**config.mk**
```make
export PLATFORM = sky130hd
export DESIGN_NAME = uart_apb_sequencer
export DESIGN_NICKNAME = d
export VERILOG_FILES = /design/src/rtl/uart_apb_seq_pkg.sv /design/src/rtl/apb_master_xfer.sv /design/src/rtl/uart_apb_sequencer.sv
export SDC_FILE = /design/constraint.sdc
export NUM_CORES = 1
export LEC_CHECK = 0
export ABC_AREA = 1
export CORE_UTILIZATION = 50
export CTS_BUF_LIST = sky130_fd_sc_hd__clkbuf_4 sky130_fd_sc_hd__clkbuf_8
export CTS_CLUSTER_DIAMETER = 80
export DETAILED_ROUTE_END_ITERATION = 7
export GPL_TIMING_DRIVEN = 0
export PLACE_DENSITY = 0.84
export SYNTH_ARGS = -nofsm -noshare
export SYNTH_HDL_FRONTEND = slang
export SYNTH_SLANG_ARGS = --single-unit
```
**constraint.sdc**
```tcl
create_clock -name PCLK -period 1.9 [get_ports PCLK]
set_input_delay 0.19 -clock PCLK [delete_from_list [all_inputs] [get_ports PCLK]]
set_output_delay 0.19 -clock PCLK [all_outputs]
set_load 0.03 [all_outputs]
```
**src/rtl/uart_apb_seq_pkg.sv**
```systemverilog
// Shared types and constants for the CoreUARTapb sequencer: FSM states,
// UART register offsets and STATUS bit positions.
package uart_apb_seq_pkg;

   typedef enum logic [2:0] {
      ST_CFG1   = 3'd0,
      ST_CFG2   = 3'd1,
      ST_POLL   = 3'd2,
      ST_DECIDE = 3'd3,
      ST_RDRX   = 3'd4,
      ST_WRTX   = 3'd5,
      ST_GAP    = 3'd6
   } seq_state_e;

   localparam logic [4:0] ADDR_TXDATA = 5'h00;
   localparam logic [4:0] ADDR_RXDATA = 5'h04;
   localparam logic [4:0] ADDR_CTRL1  = 5'h08;
   localparam logic [4:0] ADDR_CTRL2  = 5'h0C;
   localparam logic [4:0] ADDR_STATUS = 5'h10;

   localparam int STS_TXRDY    = 0;
   localparam int STS_RXRDY    = 1;
   localparam int STS_PARITY   = 2;
   localparam int STS_OVERFLOW = 3;
   localparam int STS_FRAMING  = 4;

   function automatic logic [7:0] ctrl2_value(input logic [12:0] baud,
                                              input logic        bit8,
                                              input logic [1:0]  parity);
      return {baud[12:8], parity[1], parity[0], bit8};
   endfunction

endpackage

```
**src/rtl/apb_master_xfer.sv**
```systemverilog
// Single-transfer APB master engine: SETUP then ACCESS until PREADY.
// A new start accepted on the completing cycle chains straight into SETUP.
module apb_master_xfer
   import uart_apb_seq_pkg::*;
(
   input  logic       clk,
   input  logic       rst_n,
   input  logic       start_i,
   input  logic       write_i,
   input  logic [4:0] addr_i,
   input  logic [7:0] wdata_i,
   output logic       done_o,
   output logic [7:0] rdata_o,
   output logic       slverr_o,
   output logic [4:0] paddr_o,
   output logic       psel_o,
   output logic       penable_o,
   output logic       pwrite_o,
   output logic [7:0] pwdata_o,
   input  logic [7:0] prdata_i,
   input  logic       pready_i,
   input  logic       pslverr_i
);

   logic       psel_q, psel_d;
   logic       penable_q, penable_d;
   logic       pwrite_q, pwrite_d;
   logic [4:0] paddr_q, paddr_d;
   logic [7:0] pwdata_q, pwdata_d;
   logic       done_s;

   assign done_s = psel_q & penable_q & pready_i;

   always_comb begin
      psel_d    = psel_q;
      penable_d = penable_q;
      pwrite_d  = pwrite_q;
      paddr_d   = paddr_q;
      pwdata_d  = pwdata_q;
      if (start_i && (!psel_q || done_s)) begin
         psel_d    = 1'b1;
         penable_d = 1'b0;
         pwrite_d  = write_i;
         paddr_d   = addr_i;
         pwdata_d  = wdata_i;
      end else if (psel_q && !penable_q) begin
         penable_d = 1'b1;
      end else if (done_s) begin
         psel_d    = 1'b0;
         penable_d = 1'b0;
      end else begin
         psel_d    = psel_q;
      end
   end

   always_ff @(posedge clk or negedge rst_n) begin
      if (!rst_n) begin
         psel_q    <= 1'b0;
         penable_q <= 1'b0;
         pwrite_q  <= 1'b0;
         paddr_q   <= 5'h00;
         pwdata_q  <= 8'h00;
      end else begin
         psel_q    <= psel_d;
         penable_q <= penable_d;
         pwrite_q  <= pwrite_d;
         paddr_q   <= paddr_d;
         pwdata_q  <= pwdata_d;
      end
   end

   assign done_o    = done_s;
   assign rdata_o   = prdata_i;
   assign slverr_o  = pslverr_i;
   assign psel_o    = psel_q;
   assign penable_o = penable_q;
   assign pwrite_o  = pwrite_q;
   assign paddr_o   = paddr_q;
   assign pwdata_o  = pwdata_q;

endmodule

```
**src/rtl/uart_apb_sequencer.sv**
```systemverilog
// APB master that configures a CoreUARTapb, then polls STATUS and moves
// bytes between the UART and TX/RX valid/ready streams with sticky errors.
module uart_apb_sequencer
   import uart_apb_seq_pkg::*;
#(
   parameter logic [12:0] BAUD_VALUE = 13'd1,
   parameter logic        PRG_BIT8   = 1'b1,
   parameter logic [1:0]  PRG_PARITY = 2'b00,
   parameter int unsigned POLL_GAP   = 4
) (
   input  logic       PCLK,
   input  logic       PRESETN,
   output logic [4:0] PADDR,
   output logic       PSEL,
   output logic       PENABLE,
   output logic       PWRITE,
   output logic [7:0] PWDATA,
   input  logic [7:0] PRDATA,
   input  logic       PREADY,
   input  logic       PSLVERR,
   input  logic [7:0] tx_data,
   input  logic       tx_valid,
   output logic       tx_ready,
   output logic [7:0] rx_data,
   output logic       rx_valid,
   input  logic       rx_ready,
   output logic       init_done,
   output logic [3:0] err_flags,
   input  logic       err_clr
);

   localparam logic [7:0] GAP_LOAD = (POLL_GAP > 0) ? 8'(POLL_GAP - 1) : 8'd0;

   seq_state_e state_q, state_d;
   logic [1:0] rdy_q, rdy_d;
   logic       last_tx_q, last_tx_d;
   logic [7:0] gap_q, gap_d;
   logic       init_done_q, init_done_d;
   logic       tx_ready_q, tx_ready_d;
   logic [7:0] rx_data_q, rx_data_d;
   logic       rx_valid_q, rx_valid_d;
   logic [3:0] err_q, err_d;

   logic       rx_elig_s, tx_elig_s, poll_done_s;
   logic       req_s, start_s, write_s;
   logic [4:0] addr_s;
   logic [7:0] wdata_s;
   logic       xfer_done_s, xfer_slverr_s;
   logic [7:0] xfer_rdata_s;

   always_comb begin
      state_d     = state_q;
      rdy_d       = rdy_q;
      last_tx_d   = last_tx_q;
      gap_d       = gap_q;
      init_done_d = init_done_q;
      rx_elig_s   = rdy_q[STS_RXRDY] && (!rx_valid_q || rx_ready);
      tx_elig_s   = rdy_q[STS_TXRDY] && tx_valid;
      case (state_q)
         ST_CFG1: if (xfer_done_s) state_d = ST_CFG2; else state_d = state_q;
         ST_CFG2: begin
            if (xfer_done_s) begin
               state_d     = ST_POLL;
               init_done_d = 1'b1;
            end else begin
               state_d     = state_q;
            end
         end
         ST_POLL: begin
            if (xfer_done_s) begin
               state_d = ST_DECIDE;
               rdy_d   = {xfer_rdata_s[STS_RXRDY], xfer_rdata_s[STS_TXRDY]};
            end else begin
               state_d = state_q;
            end
         end
         // Ties go to whichever side was not served last.
         ST_DECIDE: begin
            if (rx_elig_s && (!tx_elig_s || last_tx_q)) begin
               state_d   = ST_RDRX;
               last_tx_d = 1'b0;
            end else if (tx_elig_s) begin
               state_d   = ST_WRTX;
               last_tx_d = 1'b1;
            end else if (POLL_GAP == 0) begin
               state_d   = ST_POLL;
            end else begin
               state_d   = ST_GAP;
               gap_d     = GAP_LOAD;
            end
         end
         ST_RDRX: if (xfer_done_s) state_d = ST_POLL; else state_d = state_q;
         ST_WRTX: if (xfer_done_s) state_d = ST_POLL; else state_d = state_q;
         ST_GAP: begin
            if (gap_q == 8'd0) state_d = ST_POLL;
            else gap_d = gap_q - 8'd1;
         end
         default: state_d = ST_CFG1;
      endcase
   end

   // Transfers are launched from the upcoming state so consecutive accesses chain without idle cycles.
   always_comb begin
      req_s   = 1'b0;
      write_s = 1'b0;
      addr_s  = ADDR_STATUS;
      wdata_s = 8'h00;
      case (state_d)
         ST_CFG1: begin req_s = 1'b1; write_s = 1'b1; addr_s = ADDR_CTRL1; wdata_s = BAUD_VALUE[7:0]; end
         ST_CFG2: begin
            req_s   = 1'b1;
            write_s = 1'b1;
            addr_s  = ADDR_CTRL2;
            wdata_s = ctrl2_value(BAUD_VALUE, PRG_BIT8, PRG_PARITY);
         end
         ST_POLL: begin req_s = 1'b1; addr_s = ADDR_STATUS; end
         ST_RDRX: begin req_s = 1'b1; addr_s = ADDR_RXDATA; end
         ST_WRTX: begin req_s = 1'b1; write_s = 1'b1; addr_s = ADDR_TXDATA; wdata_s = tx_data; end
         default: req_s = 1'b0;
      endcase
      start_s    = req_s && (!PSEL || xfer_done_s);
      tx_ready_d = start_s && (state_d == ST_WRTX);
   end

   always_comb begin
      rx_data_d   = rx_data_q;
      rx_valid_d  = rx_valid_q;
      poll_done_s = xfer_done_s && (state_q == ST_POLL);
      if (xfer_done_s && (state_q == ST_RDRX)) begin
         rx_data_d  = xfer_rdata_s;
         rx_valid_d = 1'b1;
      end else if (rx_valid_q && rx_ready) begin
         rx_valid_d = 1'b0;
      end else begin
         rx_valid_d = rx_valid_q;
      end
      err_d = (err_clr ? 4'b0000 : err_q) |
              {xfer_done_s & xfer_slverr_s,
               poll_done_s ? {xfer_rdata_s[STS_FRAMING], xfer_rdata_s[STS_OVERFLOW],
                              xfer_rdata_s[STS_PARITY]} : 3'b000};
   end

   always_ff @(posedge PCLK or negedge PRESETN) begin
      if (!PRESETN) begin
         state_q     <= ST_CFG1;
         rdy_q       <= 2'b00;
         last_tx_q   <= 1'b1;
         gap_q       <= 8'd0;
         init_done_q <= 1'b0;
         tx_ready_q  <= 1'b0;
         rx_data_q   <= 8'h00;
         rx_valid_q  <= 1'b0;
         err_q       <= 4'b0000;
      end else begin
         state_q     <= state_d;
         rdy_q       <= rdy_d;
         last_tx_q   <= last_tx_d;
         gap_q       <= gap_d;
         init_done_q <= init_done_d;
         tx_ready_q  <= tx_ready_d;
         rx_data_q   <= rx_data_d;
         rx_valid_q  <= rx_valid_d;
         err_q       <= err_d;
      end
   end

   apb_master_xfer u_xfer (
      .clk       (PCLK),
      .rst_n     (PRESETN),
      .start_i   (start_s),
      .write_i   (write_s),
      .addr_i    (addr_s),
      .wdata_i   (wdata_s),
      .done_o    (xfer_done_s),
      .rdata_o   (xfer_rdata_s),
      .slverr_o  (xfer_slverr_s),
      .paddr_o   (PADDR),
      .psel_o    (PSEL),
      .penable_o (PENABLE),
      .pwrite_o  (PWRITE),
      .pwdata_o  (PWDATA),
      .prdata_i  (PRDATA),
      .pready_i  (PREADY),
      .pslverr_i (PSLVERR)
   );

   assign tx_ready  = tx_ready_q;
   assign rx_data   = rx_data_q;
   assign rx_valid  = rx_valid_q;
   assign init_done = init_done_q;
   assign err_flags = err_q;

endmodule

```
# Yosys cells after proc, flatten, opt, wreduce, memory -nomap -nowiden
# Cells that the tools add are included.
[totals]
word_cells = 93
inputBits = 23
reg_bits = 45
out_inout_bits = 31
[op_classes]
n_reduce_logical = 34
bitwise_logic = 4
mux = 26
n_eq_ne = 14
n_addsub = 1
[ops]
columns = ["cell", "count"]
rows = [
  ["one-hot mux 8 bit (2 select lines)", 2],
  ["2-to-1 mux 8 bit", 3],
  ["one-hot mux 5 bit (4 select lines)", 1],
  ["equality test 3 bit, second input constant", 5],
  ["2-to-1 mux 3 bit", 5],
  ["one-hot mux 3 bit (5 select lines)", 1],
  ["2-to-1 mux 1 bit", 11],
  ["logical AND 1 bit", 10],
  ["equality test 3 x 2 -> 1 bit, second input constant", 3],
  ["zero test 8 bit", 1],
  ["AND reduction 2 bit", 4],
  ["nonzero test 2 bit", 4],
  ["subtractor 8 x 1 -> 8 bit, second input constant", 1],
  ["equality test 3 x 1 -> 1 bit, second input constant", 2],
  ["zero test 3 bit", 2],
  ["!= test 2 bit, second input constant", 3],
  ["OR reduction 3 bit", 2],
  ["OR reduction 5 bit", 1],
  ["zero test 1 bit", 4],
  ["2-to-1 mux 2 bit", 2],
  ["2-to-1 mux 4 bit", 1],
  ["OR 4 bit", 1],
  ["AND reduction 4 bit", 1],
  ["AND 1 bit", 3],
  ["4 further kinds", 6],
]

# Logic depth before layout (Yosys ltp)
[depth]
depth_word = 13
mapped_depth = 12
depth_no_buf = 12

# Modules after synthesis
# A second synthesis with hierarchy kept.
[hier_totals]
cells_unflattened = 276
area_unflattened_um2 = 2247.2
[by_module_without_submodules]
columns = ["module", "cells_each", "area_each_um2", "seq_area_each_um2", "instances"]
rows = [
  ["uart_apb_sequencer", 196, 1524.0, 726.9, 1],
  ["apb_master_xfer", 80, 723.2, 400.4, 1],
]

# Worst setup path after synthesis
# Ideal clock, no wire load.
[synth_timing]
path_kind = "register to register"
from = "register u_xfer.psel_q (netlist: u_xfer.psel_o)"
to = "register u_xfer.paddr_q[2] (netlist: u_xfer.paddr_o[2])"
setup_time_ns = 0.118
required_ns = 1.782
slack_ns = 0.274
path_stages_with_launch = 11
period_less_slack_ns = 1.626
t_arrival_ns = 1.508
path_cell_list = "dfrtp_1 nand3_1 nand3_1 nand2_1 nor2_4 nand2_2 nand2_2 nand2_2 buf_6 nand2_1 nand2_1"
[synth_via]
elab_chain_len = 9
elab_cells_between_ends = 18
cone_classes = "eq/ne (4); mux (6); bitwise (2); reduce/logical (6)"
[synth_rtl]
columns = ["element", "line", "text"]
rows = [
  ["start, declared", "apb_master_xfer.sv:25", "logic psel_q, psel_d;"],
  ["start signal, assigned", "apb_master_xfer.sv:64", "psel_q <= psel_d;"],
  ["AND 1 bit (2 in series)", "apb_master_xfer.sv:32", "assign done_s = psel_q & penable_q & pready_i;"],
  ["2-to-1 mux 3 bit, on equally long branches", "n/a", ""],
  ["one-hot mux 3 bit (5 select lines)", "uart_apb_sequencer.sv:59", "case (state_q)"],
  ["equality test 3 bit (tied with other cells)", "uart_apb_sequencer.sv:108", "case (state_d)"],
  ["OR reduction 5 bit (no line)", "n/a", ""],
  ["2-to-1 mux 1 bit", "uart_apb_sequencer.sv:108", ""],
  ["logical AND 1 bit", "uart_apb_sequencer.sv:121", "start_s = req_s && (!PSEL || xfer_done_s);"],
  ["logical AND 1 bit", "apb_master_xfer.sv:40", "if (start_i && (!psel_q || done_s)) begin"],
  ["end signal, assigned", "apb_master_xfer.sv:67", "paddr_q <= paddr_d;"],
  ["end, declared", "apb_master_xfer.sv:28", "logic [4:0] paddr_q, paddr_d;"],
]
# Several ways; a longest one is shown, not always the timed one.
# A chain may end at the register's enable or synchronous reset.

# Worst setup path after layout
[layout_timing]
from = "register gap_q[0]"
to = "register u_xfer.paddr_q[3] (netlist: u_xfer.paddr_o[3])"
[layout_via]
elab_chain_len = 8
elab_cells_between_ends = 13
cone_classes = "eq/ne (4); mux (4); reduce/logical (5)"
[layout_rtl]
columns = ["element", "line", "text"]
rows = [
  ["start, declared", "uart_apb_sequencer.sv:37", "logic [7:0] gap_q, gap_d;"],
  ["start signal, assigned", "uart_apb_sequencer.sv:158", "gap_q <= gap_d;"],
  ["zero test 8 bit *", "uart_apb_sequencer.sv:95", "if (gap_q == 8'd0) state_d = ST_POLL;"],
  ["2-to-1 mux 3 bit *", "uart_apb_sequencer.sv:95", ""],
  ["one-hot mux 3 bit (5 select lines) *", "uart_apb_sequencer.sv:59", ""],
  ["equality test 3 bit (tied with other cells)", "uart_apb_sequencer.sv:108", ""],
  ["OR reduction 5 bit (no line)", "n/a", ""],
  ["2-to-1 mux 1 bit", "uart_apb_sequencer.sv:108", ""],
  ["logical AND 1 bit", "uart_apb_sequencer.sv:121", ""],
  ["logical AND 1 bit", "apb_master_xfer.sv:40", ""],
]
# Mark *: on every way between the ends. The rest lies on a longest branch, timed or not.

==> reports/qor_table.md <==
| Step | Metric | Reported |
|---|---|---|
| status | Run status | complete, no violations |
| sta | Summed negative setup slack over all endpoints | 0 ps |
| routing | Via/cell ratio | 4.84 |
| sta | Worst-case clock skew | 5.86 ps |
| sta | Final-layout worst hold slack | 217 ps |
| setup path | Endpoint class of the critical path | register |
| logic synthesis | Most used flip-flop cell after synthesis | sky130_fd_sc_hd__dfrtp_1 |
| global route | Total global routing overflow | 0 |
| routing | Vias after detailed routing | 1676 |
| global route | Initial antenna violation count | 0 |
| logic synthesis | Count of warnings emitted by yosys | 0 |
| floorplanning | Overall die height | 65.1 um |
| placement | Buffers added on ports | 51 |
| setup path | Standard cell with the maximum stage delay on the critical path | sky130_fd_sc_hd__dfrtp_1 |
| clock network | Number of buffers added by the clock tree synthesis step | 5 |
| clock network | Deepest clock path buffer count | 2 |
| sta | Slack of the critical path | 187 ps |
| placement | Placed wire-length estimate | 3190 um |
| layout | Proportion of layout cells with a drive suffix above 1 | 10.7% |
| routing | First-pass detailed-route iteration total | 4 |
| global route | Pin count of the biggest net entering global routing | 43 |
| logic synthesis | Number of unique standard cell types used by synthesis | 31 |
| setup path | Worst Path Buf+Inv | 2 |
| setup path | Kind of cell adding the most delay to the critical path | simple AND/OR/NAND/NOR gates |
| floorplanning | Total die area | 0.00424 mm2 |
| min path | Hold/Removal Path Class | input port to asynchronous set/reset pin |
| sta | Number of max-slew violations in the final report | 0 |
| setup path | Depth of the worst register-to-register path | 12 |
| sta | Time the final worst path needs with I/O delays and setup | 1710 ps |
| clock network | Clock tree root buffer cell | sky130_fd_sc_hd__clkbuf_8 |
| logic synthesis | Post-synth EDFFs | 0 |
| layout | Antenna diode instance count | 0 |
| sta | Fraction of the cycle the final worst path needs | 90.2% |
| layout | Area growth syn-to-layout | 35.3% |
| sta | RSZ-0062 raised after global routing | false |
| clock network | Clock latency on the worst-skew pair | 290 ps |
| floorplanning | Core Area | 0.00374 mm2 |
| setup path | Crit-path cells | inv_1 > ha_1 > nand2_1 > nor2_1 > nor2_2 > nor2_4 > nand2_2 > nand2_2 > nand2_2 > buf_6 > nand2_1 > nand2_1 |
| clock network | TritonCTS clock tree | yes |
| sta | Max Freq | 584 MHz |
| layout | Final-stage net count | 322 |
| job | Max Cap Viol | 0 |
| routing | Total wirelength of the detailed-routed design | 4220 um |
| global route | Total global routing track utilization | 21.9% |
| setup path | Critical path type | register to register |
| logic synthesis | Post-synthesis sequential area ratio | 54.1% |
| logic synthesis | Post-Syn Instances | 234 |
| setup path | Required time of the worst setup path | 2080 ps |
| setup path | Element type at the critical path start | register |
| routing | ANT nets after route | 0 |
| power and ir drop | Lkg Pwr | 1.37 nW |
| setup path | Flop-to-flop setup slack | 190 ps |
| floorplanning | Standard-cell rows | 22 |
| routing | DRC Markers | 0 |
| sta | Final-report setup violation count | 0 |
| sta | Final Hold Fails | 0 |
| clock network | Number of instances resized during post-cts repair | 0 |
| setup path | Peak per-stage delay on the critical path | 390 ps |
| setup path | Maximum net fanout on the critical path | 10 |
| logic synthesis | Post-Syn Area per Cell | 8.51 um2 |
| setup path | Data arrival time of the critical path | 1890 ps |
| power and ir drop | Power density cells | 1630 mW/mm2 |
| power and ir drop | Peak supply drop | 1.08 mV |
| clock network | CTS clk-pin slew, worst paths | 80 ps |
| clock network | Clk sinks | 43 |
| floorplanning | Initial Util | 53.2% |
| routing | Number of DRC markers in iteration 0 | 86 |
| global route | First-pass GRT wire length | 7020 um |
| floorplanning | I/O pin total | 54 |
| logic synthesis | Post-synthesis cell area | 0.00199 mm2 |
| clock network | H-tree depth | 2 |
| placement | Worst slack, placed | -9.51 ps |
| placement | Placer's final routability congestion estimate | 0.832 |
| global route | Vias in the first global route | 1648 |
| layout | Final core area utilization | 72.0% |
| logic synthesis | Proportion of register bits with asynchronous set or reset after synthesis | 100% |
| logic synthesis | Flop and latch count out of synthesis | 43 |
| floorplanning | Horiz. Die Dim | 65.1 um |
| routing | Drt wl/cell | 12.2 um |
| setup path | Worst path depth | 12 |
worst paths after layout:
path | startpoint | endpoint
worst max register to register | gap_q[0] | u_xfer.paddr_o[3]
worst min register to register | last_tx_q | last_tx_q
min in group PCLK | tx_data[7] | u_xfer.pwdata_o[7]
worst max-delay path | gap_q[0] | u_xfer.paddr_o[3]
max in group asynchronous | PRESETN | last_tx_q
worst min-delay path | PRESETN | rx_data[4]
power by group:
part           switching [mW]  leakage (nW)  total (mW)  internal, mW
Combinational            1.44         0.771        2.32         0.882
Clock                   0.294        0.0491       0.580         0.287
Sequential              0.227         0.555        1.47          1.25
synthesized netlist by cell type (all sizes together), types with 3 or more instances:
master   n  area share, %
o22ai    3           0.94
inv     30            5.7
o21ai   14            3.5
nand2   91             18
o31ai    4            1.5
dfrtp   42             53
nand3   12            3.5
buf      4            1.6
xor2     5            2.2
nor2    15            3.7
repair_timing:
item	in CTS	in global routing
endpoints found under the hold margin	42	0
setup buffers	0	2
hold buffers	1	0
setup endpoints to repair	0	4
registers in the layout, summed over array words and instances (netlist names), 2 cells and up:
| name | count |
|---|---|
| err_flags | 4 |
| rdy_q | 2 |
| u_xfer.pwdata_o | 8 |
| gap_q | 8 |
| state_q | 3 |
| rx_data | 8 |
| u_xfer.paddr_o | 3 |
layout by cell type (no fill, tap or decap), types with 2 or more instances in the layout:
cell,instances
sky130_fd_sc_hd__nor2_2,4
sky130_fd_sc_hd__nand3_1,10
sky130_fd_sc_hd__o21ai_0,12
sky130_fd_sc_hd__nand2_1,86
sky130_fd_sc_hd__ha_1,2
sky130_fd_sc_hd__nand3_2,2
sky130_fd_sc_hd__clkdlybuf4s50_1,50
sky130_fd_sc_hd__nor2_1,10
sky130_fd_sc_hd__buf_4,4
sky130_fd_sc_hd__nand2_2,4
sky130_fd_sc_hd__conb_1,2
sky130_fd_sc_hd__clkbuf_4,2
sky130_fd_sc_hd__o22ai_1,3
sky130_fd_sc_hd__dfrtp_1,42
sky130_fd_sc_hd__nand4_1,2
sky130_fd_sc_hd__clkbuf_8,5
sky130_fd_sc_hd__o31ai_1,4
sky130_fd_sc_hd__buf_2,2
sky130_fd_sc_hd__inv_1,28
sky130_fd_sc_hd__inv_2,2
sky130_fd_sc_hd__o21ai_1,2
sky130_fd_sc_hd__xor2_1,5
cell families (layout without fill, tap and decap cells):
| group | count (synthesis) | count (layout) | share of synthesized area, % |
|---|---|---|---|
| AO/OA/AOI/OAI | 25 | 25 | 7.42 |
| XOR/XNOR | 6 | 6 | 2.64 |
| adder cells (fa/ha/maj) | 2 | 2 | 1.26 |
| buffers and inverters | 35 | 98 | 7.42 |
| flip-flops | 43 | 43 | 54.1 |
| other | 1 | 2 | 0.188 |
| AND/OR/NAND/NOR | 122 | 122 | 27.0 |
per-stage QoR:
step / std cells / cell area, um2 / total power [mW]
floorplan: 235 / 1990 / 2.97
global placement: 334 / 2560 / 3.69
detailed placement: 335 / 2580 / 3.77
CTS: 344 / 2680 / 4.36
global route: 346 / 2690 / 4.69
finish: 346 / 2690 / 4.38
cell type report:
| class | instances | area [um2] |
|---|---|---|
| Buffer | 5 | 35.0 |
| Clock buffer | 7 | 83.8 |
| Clock inverter | 1 | 5.00 |
| Fill cell | 300 | 1050 |
| Inverter | 30 | 113 |
| Multi-Input combinational cell | 157 | 769 |
| Sequential cell | 43 | 1080 |
| Tap cell | 48 | 60.1 |
| Timing Repair Buffer | 55 | 551 |
worst reg2reg max path: stages, from the launching register on:
cell,delay [ps]
sky130_fd_sc_hd__dfrtp_1,390
sky130_fd_sc_hd__inv_1,140
sky130_fd_sc_hd__ha_1,160
sky130_fd_sc_hd__nand2_1,60
sky130_fd_sc_hd__nor2_1,130
sky130_fd_sc_hd__nor2_2,70
sky130_fd_sc_hd__nor2_4,170
sky130_fd_sc_hd__nand2_2,80
sky130_fd_sc_hd__nand2_2,70
sky130_fd_sc_hd__nand2_2,70
sky130_fd_sc_hd__buf_6,150
sky130_fd_sc_hd__nand2_1,60
sky130_fd_sc_hd__nand2_1,60
per-layer routing:
metal,track usage (%),vias to the layer above,part of all wire (%)
met1,26.2,783,45
met2,39.1,37,50
met4,4.08,0,0.71
met3,6.60,4,4.9
met5,0,-,0
li1,-,852,-
Power figures use the tool's default switching activity.
